$ cat config.mk
export PLATFORM = sky130hd
export DESIGN_NAME = weight_addr_seq
export DESIGN_NICKNAME = d
export VERILOG_FILES = /design/src/rtl/weight_addr_seq.sv
export SDC_FILE = /design/constraint.sdc
export NUM_CORES = 1
export LEC_CHECK = 0
export ABC_AREA = 0
export BUFFER_PORTS_ARGS = -buffer_cell sky130_fd_sc_hd__buf_2
export CAP_MARGIN = 0
export CELL_PAD_IN_SITES_DETAIL_PLACEMENT = 1
export CELL_PAD_IN_SITES_GLOBAL_PLACEMENT = 1
export CORE_MARGIN = 5
export CORE_UTILIZATION = 44
export CTS_BUF_LIST = sky130_fd_sc_hd__clkbuf_16
export DETAILED_ROUTE_END_ITERATION = 6
export PLACE_DENSITY = 0.84
export RECOVER_POWER = 100
export SYNTH_ARGS = -nofsm -noshare
export SYNTH_HDL_FRONTEND = slang
export SYNTH_SLANG_ARGS = --single-unit
$ cat constraint.sdc
create_clock -name clk -period 4.8 [get_ports clk]
set_input_delay 0 -clock clk [delete_from_list [all_inputs] [get_ports clk]]
set_output_delay 0 -clock clk [all_outputs]
set_load 0.05 [all_outputs]
$ cat src/rtl/weight_addr_seq.sv
// weight_addr_seq: issues three-channel weight-ROM read addresses for a burst, aligning the registered and combinational ROM channels.
module weight_addr_seq #(
  parameter int ROM_ADDR_BITS = 16,
  parameter int CNT_BITS = 16
) (
  input  logic                     clk,
  input  logic                     rst_n,
  input  logic                     start,
  input  logic [ROM_ADDR_BITS-1:0] base1,
  input  logic [ROM_ADDR_BITS-1:0] base2,
  input  logic [ROM_ADDR_BITS-1:0] base3,
  input  logic [CNT_BITS-1:0]      count,
  input  logic                     stall,
  output logic                     en,
  output logic [ROM_ADDR_BITS-1:0] address1,
  output logic [ROM_ADDR_BITS-1:0] address2,
  output logic [ROM_ADDR_BITS-1:0] address3,
  output logic                     weight_valid,
  output logic                     weight_last,
  output logic                     busy,
  output logic                     done
);
  typedef enum logic [1:0] {IDLE, RUN, DRAIN, DONE} state_t;
  state_t state;
  logic [CNT_BITS-1:0] idx, cnt;
  logic [ROM_ADDR_BITS-1:0] next3;
  logic issue, fin;
  assign issue = state == RUN && !stall;
  assign fin = idx == cnt - CNT_BITS'(1);
  assign en = issue;
  assign busy = state != IDLE;
  assign done = state == DONE;
  // address1/2 always point at the next beat; address3 trails by one issue to meet the combinational channel
  always_ff @(posedge clk or negedge rst_n) begin
    if (!rst_n) begin
      state <= IDLE;
      idx <= '0;
      cnt <= '0;
      next3 <= '0;
      address1 <= '0;
      address2 <= '0;
      address3 <= '0;
      weight_valid <= 1'b0;
      weight_last <= 1'b0;
    end else begin
      weight_valid <= issue;
      weight_last <= issue && fin;
      unique case (state)
        IDLE: if (start) begin
          address1 <= base1;
          address2 <= base2;
          next3 <= base3;
          cnt <= count;
          idx <= '0;
          state <= count != '0 ? RUN : DONE;
        end
        RUN: if (!stall) begin
          address1 <= address1 + ROM_ADDR_BITS'(1);
          address2 <= address2 + ROM_ADDR_BITS'(1);
          next3 <= next3 + ROM_ADDR_BITS'(1);
          address3 <= next3;
          idx <= idx + CNT_BITS'(1);
          if (fin) state <= DRAIN;
        end
        DRAIN: state <= DONE;
        DONE: state <= IDLE;
      endcase
    end
  end
endmodule
# Word level (Yosys, flattened, before mapping)
# Index checks and enable logic that the tools add are counted.
dict set report word_totals {
  regBits 100
  inputBits 68
  out_inout_bits 53
}
dict set report op_classes {
  n_eq_ne 7
  n_bitwise 1
  addsub 5
  mux 17
  reduce_logical 11
}
# operator count
set ops {}
lappend ops {{$mux 16} 8}
lappend ops {{$pmux 16 s2} 4}
lappend ops {{$add 16x1->16 const B} 4}
lappend ops {{$eq 16x16->1} 1}
lappend ops {{$reduce_bool 16->1} 1}
lappend ops {{$sub 16x1->16 const B} 1}
lappend ops {{$mux 2} 4}
lappend ops {{$pmux 2 s4} 1}
lappend ops {{$ne 2x2->1 const B} 3}
lappend ops {{$reduce_and 3->1} 2}
lappend ops {{$eq 2x2->1 const B} 2}
lappend ops {{$reduce_and 2->1} 2}
lappend ops {{$reduce_bool 2->1} 2}
lappend ops {{$eq 2x1->1 const B} 1}
lappend ops {{$logic_and 1x1->1} 2}
lappend ops {{$logic_not 2->1} 1}
lappend ops {{$logic_not 1->1} 1}
lappend ops {{$not 1->1} 1}

# Longest topological paths before layout
dict set report depth {
  depth_word 5
  ltp_mapped 10
}

# Worst setup path after synthesis
# OpenSTA, ideal clock, no wires.
dict set report synth_timing {
  path_kind {register to register}
  startpoint {reg cnt[0]}
  endpoint {reg state[0]}
  setup_slack_ps 2590
  arrival_ps 2084
  path_stages_with_launch 10
  cell_sequence {dfrtp_1 -> inv_1 -> ha_1 -> nor4b_4 -> nand4b_1 -> a221oi_1 -> o22ai_1 -> and4bb_1 -> nor2_1 -> o32a_1}
}
dict set report synth_between {
  elab_chain_cells 4
}
# element line_no
set synth_lines {}
lappend synth_lines {{start: declaration} 25} ;# logic [CNT_BITS-1:0] idx, cnt;
lappend synth_lines {{start signal: assignment} 53} ;# cnt <= count;
lappend synth_lines {{$sub 16x1->16} 29} ;# assign fin = idx == cnt - CNT_BITS'(1);
lappend synth_lines {{$eq 16x16->1} 29}
lappend synth_lines {{$ne 2x2->1 (no source line)} -}
lappend synth_lines {{$reduce_and 3->1 (no source line)} -}
lappend synth_lines {{end signal: assignment} 55} ;# state <= count != '0 ? RUN : DONE;
lappend synth_lines {{end: declaration} 24} ;# state_t state;
# No other way between the ends.
# A chain may end at the register's enable or synchronous reset.

# Worst setup path after layout
dict set report layout_timing {
  startpoint {reg state[1]}
  endpoint {reg address2[14]}
}
dict set report layout_between {
  elab_chain_cells 3
  word_cells_on_any_way 7
}
# element line_no
set layout_lines {}
lappend layout_lines {{$eq 2x1->1 or $logic_not 2->1 (tied branches)} 48} ;# unique case (state)
lappend layout_lines {{$ne 2x2->1 (no source line) or $reduce_bool 2->1 (tied branches)} -}
lappend layout_lines {{$reduce_and 3->1 (no source line)} -}
lappend layout_lines {{end signal: assignment} 51} ;# address2 <= base2;
lappend layout_lines {{end signal: assignment} 59} ;# address2 <= address2 + ROM_ADDR_BITS'(1);
lappend layout_lines {{end: declaration} 16} ;# output logic [ROM_ADDR_BITS-1:0] address2,
# Parallel ways exist; a longest one is shown, timed or not.

==> impl_metrics.env <==
export IMPL_status="complete, but fails checks"
export IMPL_violations="max-capacitance violations, max-slew violations"
export IMPL_crit_slowest_cell="ha_1"
export IMPL_numPortBuffers=120
export IMPL_ys_ff_latch=100
export IMPL_num_antenna_cells=0
export IMPL_setup_viol=0
export IMPL_timing_final_max_slew_violations=56
export IMPL_path_clk_slew_ns=0.07
export IMPL_synth_avg_cell_area_um2=8.881
export IMPL_max_slew_margin_pct=-105.8
export IMPL_htreeDepth=3
export IMPL_cp_end_kind="flop"
export IMPL_synth_most_common_cell="nand2_1"
export IMPL_synth_simple_area_share_pct=23.27
export IMPL_timing_final_crit_period_ns=3.747
export IMPL_detailed_place_hpwl_um=12830
export IMPL_drc=0
export IMPL_grt_max_degree=73
export IMPL_chipHeight_um=122.9
export IMPL_fillers=1516
export IMPL_netlist_top_cell_by_area="dfrtp_1"
export IMPL_tightest_slew_ns=3.086
export IMPL_worstPathRequired_ns=5.05
export IMPL_hold_viol=0
export IMPL_grt_first_pass_wirelength_um=31680
export IMPL_root_buffer="clkbuf_16"
export IMPL_synth_compound_area_share_pct=17.08
export IMPL_synthDistinctLibCells=57
export IMPL_cts_hold_buf=64
export IMPL_yosysSeqAreaShare_pct=44.58
export IMPL_rows=41
export IMPL_cts_tree="built"
export IMPL_ctsResizeCount=0
export IMPL_vias=5695
export IMPL_power_leakage_nw=3.131
export IMPL_die_area_mm2=0.01512
export IMPL_synth_top_family_by_area="simple AND/OR/NAND/NOR gates"
export IMPL_ios=121
export IMPL_fin_skew_ns=0.007168
export IMPL_p_per_area_mw_per_mm2=738.3
export IMPL_worstSetupPathType="flop to flop"
export IMPL_worst_ep_arrival_time_ns=4.00
export IMPL_synthFlopType="dfrtp_1"
export IMPL_netlist_instances=632
export IMPL_numCtsBuffers=9
export IMPL_ant_nets=0
export IMPL_rsz0062_at_grt="no"
export IMPL_die_w_um=122.9
export IMPL_synth_fa_ha_area_share_pct=2.006
export IMPL_synth_edf_count=0
export IMPL_finalCritPeriodShare_pct=78.07
export IMPL_synth_xor_area_share_pct=3.589
export IMPL_yosys_warnings=0
export IMPL_fmax_mhz=266.9
export IMPL_grt_use_total_pct=26.81
export IMPL_firstDrtPassIters=5
export IMPL_cts_path_max_buffers=2
export IMPL_placed_cells=899
export IMPL_synth_top_area_share_pct=44.58
export IMPL_crit_path_max_fanout=31
export IMPL_antenna_found_initial=0
export IMPL_finalSetupTns_ns=0
export IMPL_crit_chain="inv_1 -> ha_1 -> nand2b_1 -> buf_4 -> inv_1 -> nand2_1 -> nor4_1 -> a2bb2oi_1 -> nor2_1 -> a311oi_1"
export IMPL_wl_per_cell_um=19.90
export IMPL_grt_remaining_overflow=0
export IMPL_crit_top_cell="inv_1"
export IMPL_core_mm2=0.01257
export IMPL_wl_um=19470
export IMPL_syn_nets=709
export IMPL_min_path_type="input pin to flop"
export IMPL_startpoint_type="flop"
export IMPL_via_per_inst=5.823
export IMPL_grt_pass1_vias=6158
export IMPL_synth_mux_area_share_pct=6.509
export IMPL_areaGrowthSynthToFinish_pct=28.33
export IMPL_netlist_area_mm2=0.005613
export IMPL_insertion_delay_ns=0.36
export IMPL_layout_nets=879
export IMPL_final_cells=978
export IMPL_async_flop_share_pct=100.0
export IMPL_synth_common_cells="104 x nand2_1, 100 x dfrtp_1, 49 x nand3_1"
export IMPL_initialDrtViolationCount=426
export IMPL_cpPeakStageDelay_ns=1.04
export IMPL_start_util_pct=44.66
export IMPL_cap_violations=1
export IMPL_cts_sinks=100
export IMPL_place_congestion=0.8535
export IMPL_ir_drop_uv=379.0
export IMPL_drive_above_1_share_pct=13.77
export IMPL_synth_area_leaders="dfrtp_1 45%, nand2_1 7.0%, nand3_1 4.4%, a21oi_1 4.3%, o21ai_0 4.2%"
export IMPL_post_cts_setup_buffers=0
==> worst paths after layout <==
check	slack (ns)	cells after the start	start	end
max	1.05	10	state[1]	address2[14]
min	0.09	3	base2[14]	address2[14]
max reg2reg	1.05	10	state[1]	address2[14]
min reg2reg	0.48	2	address3[7]	address3[7]
max in group asynchronous	1.67	3	rst_n	address3[0]
min in group asynchronous	1.23	2	rst_n	cnt[11]
==> registers in the layout, indices dropped and copies added (netlist names) <==
signal        count
cnt              16
address1         16
weight_valid      1
address2         16
idx              16
address3         16
next3            16
state             2
weight_last       1
==> stage by stage <==
stage | setup WS (ns) | power [mW] | util (%) | area (um^2) | hold slack [ns]
2_1_floorplan | 2.590 | 3.770 | - | 5613 | -0.2956
3_3_place_gp | 1.701 | 4.404 | 50.58 | 6357 | 0.1002
3_5_place_dp | 1.511 | 4.555 | 50.58 | 6357 | 0.1057
4_1_cts | 1.486 | 5.339 | 57.92 | 7279 | 0.06501
5_1_grt | 0.7530 | 5.676 | 57.31 | 7203 | 0.07416
6_report | 1.053 | 5.318 | 57.31 | 7203 | 0.08555
==> worst max-delay path, delay by kind of cell (launching register included) <==
| kind | cells | cell delay, ns |
|---|---|---|
| AOI/OAI and AO/OA | 2 | 0.48 |
| buffers and inverters | 3 | 0.77 |
| and+or+nand+nor | 4 | 0.94 |
| DFF | 1 | 0.42 |
| adders and majority gates | 1 | 1.04 |
==> metal layers <==
metal | track usage (%) | part of all wire (%) | up-vias
met5 | 0 | 0 | -
met1 | 31.75 | 40 | 2828
met3 | 6.176 | 5.5 | 39
li1 | - | - | 2649
met4 | 8.747 | 2.2 | 0
met2 | 47.93 | 52 | 179
==> cell usage in the layout (no fill, tap or decap), drive strengths merged, types with 11 or more instances in the layout <==
master       count
nand2          104
dfrtp          100
buf             72
dlygate4sd3     64
clkbuf          64
nand3           49
a21oi           48
o21ai           47
o22ai           34
nor2            32
and3            19
mux2i           17
mux2            17
xor2            13
nor3            13
inv             11
==> cell type report <==
type	count	area, um^2	share of cell area, %
clock inverters	6	56.30	0.7817
inverters	10	37.54	0.5211
multi-input cells	490	2944	40.87
well taps	172	215.2	2.988
repair buffers	191	1222	16.97
clock buffers	9	225.2	3.127
flip-flops and latches	100	2502	34.74
==> cell families (layout without fill, tap and decap cells) <==
| logic type | after synthesis | after routing |
|---|---|---|
| adders and majority gates | 9 | 9 |
| muxes | 34 | 34 |
| and+or+nand+nor | 264 | 264 |
| buffers and inverters | 42 | 216 |
| AOI/OAI and AO/OA | 160 | 160 |
| xor gates and xnor gates | 23 | 23 |
| DFF | 100 | 100 |
==> where the power goes <==
group,switching (mW),leakage (nW),internal (mW)
combinational,1.98,1.76,0.863
sequential,0.542,1.22,1.22
clock,0.322,0.144,0.398
Power figures use the tool's default switching activity.
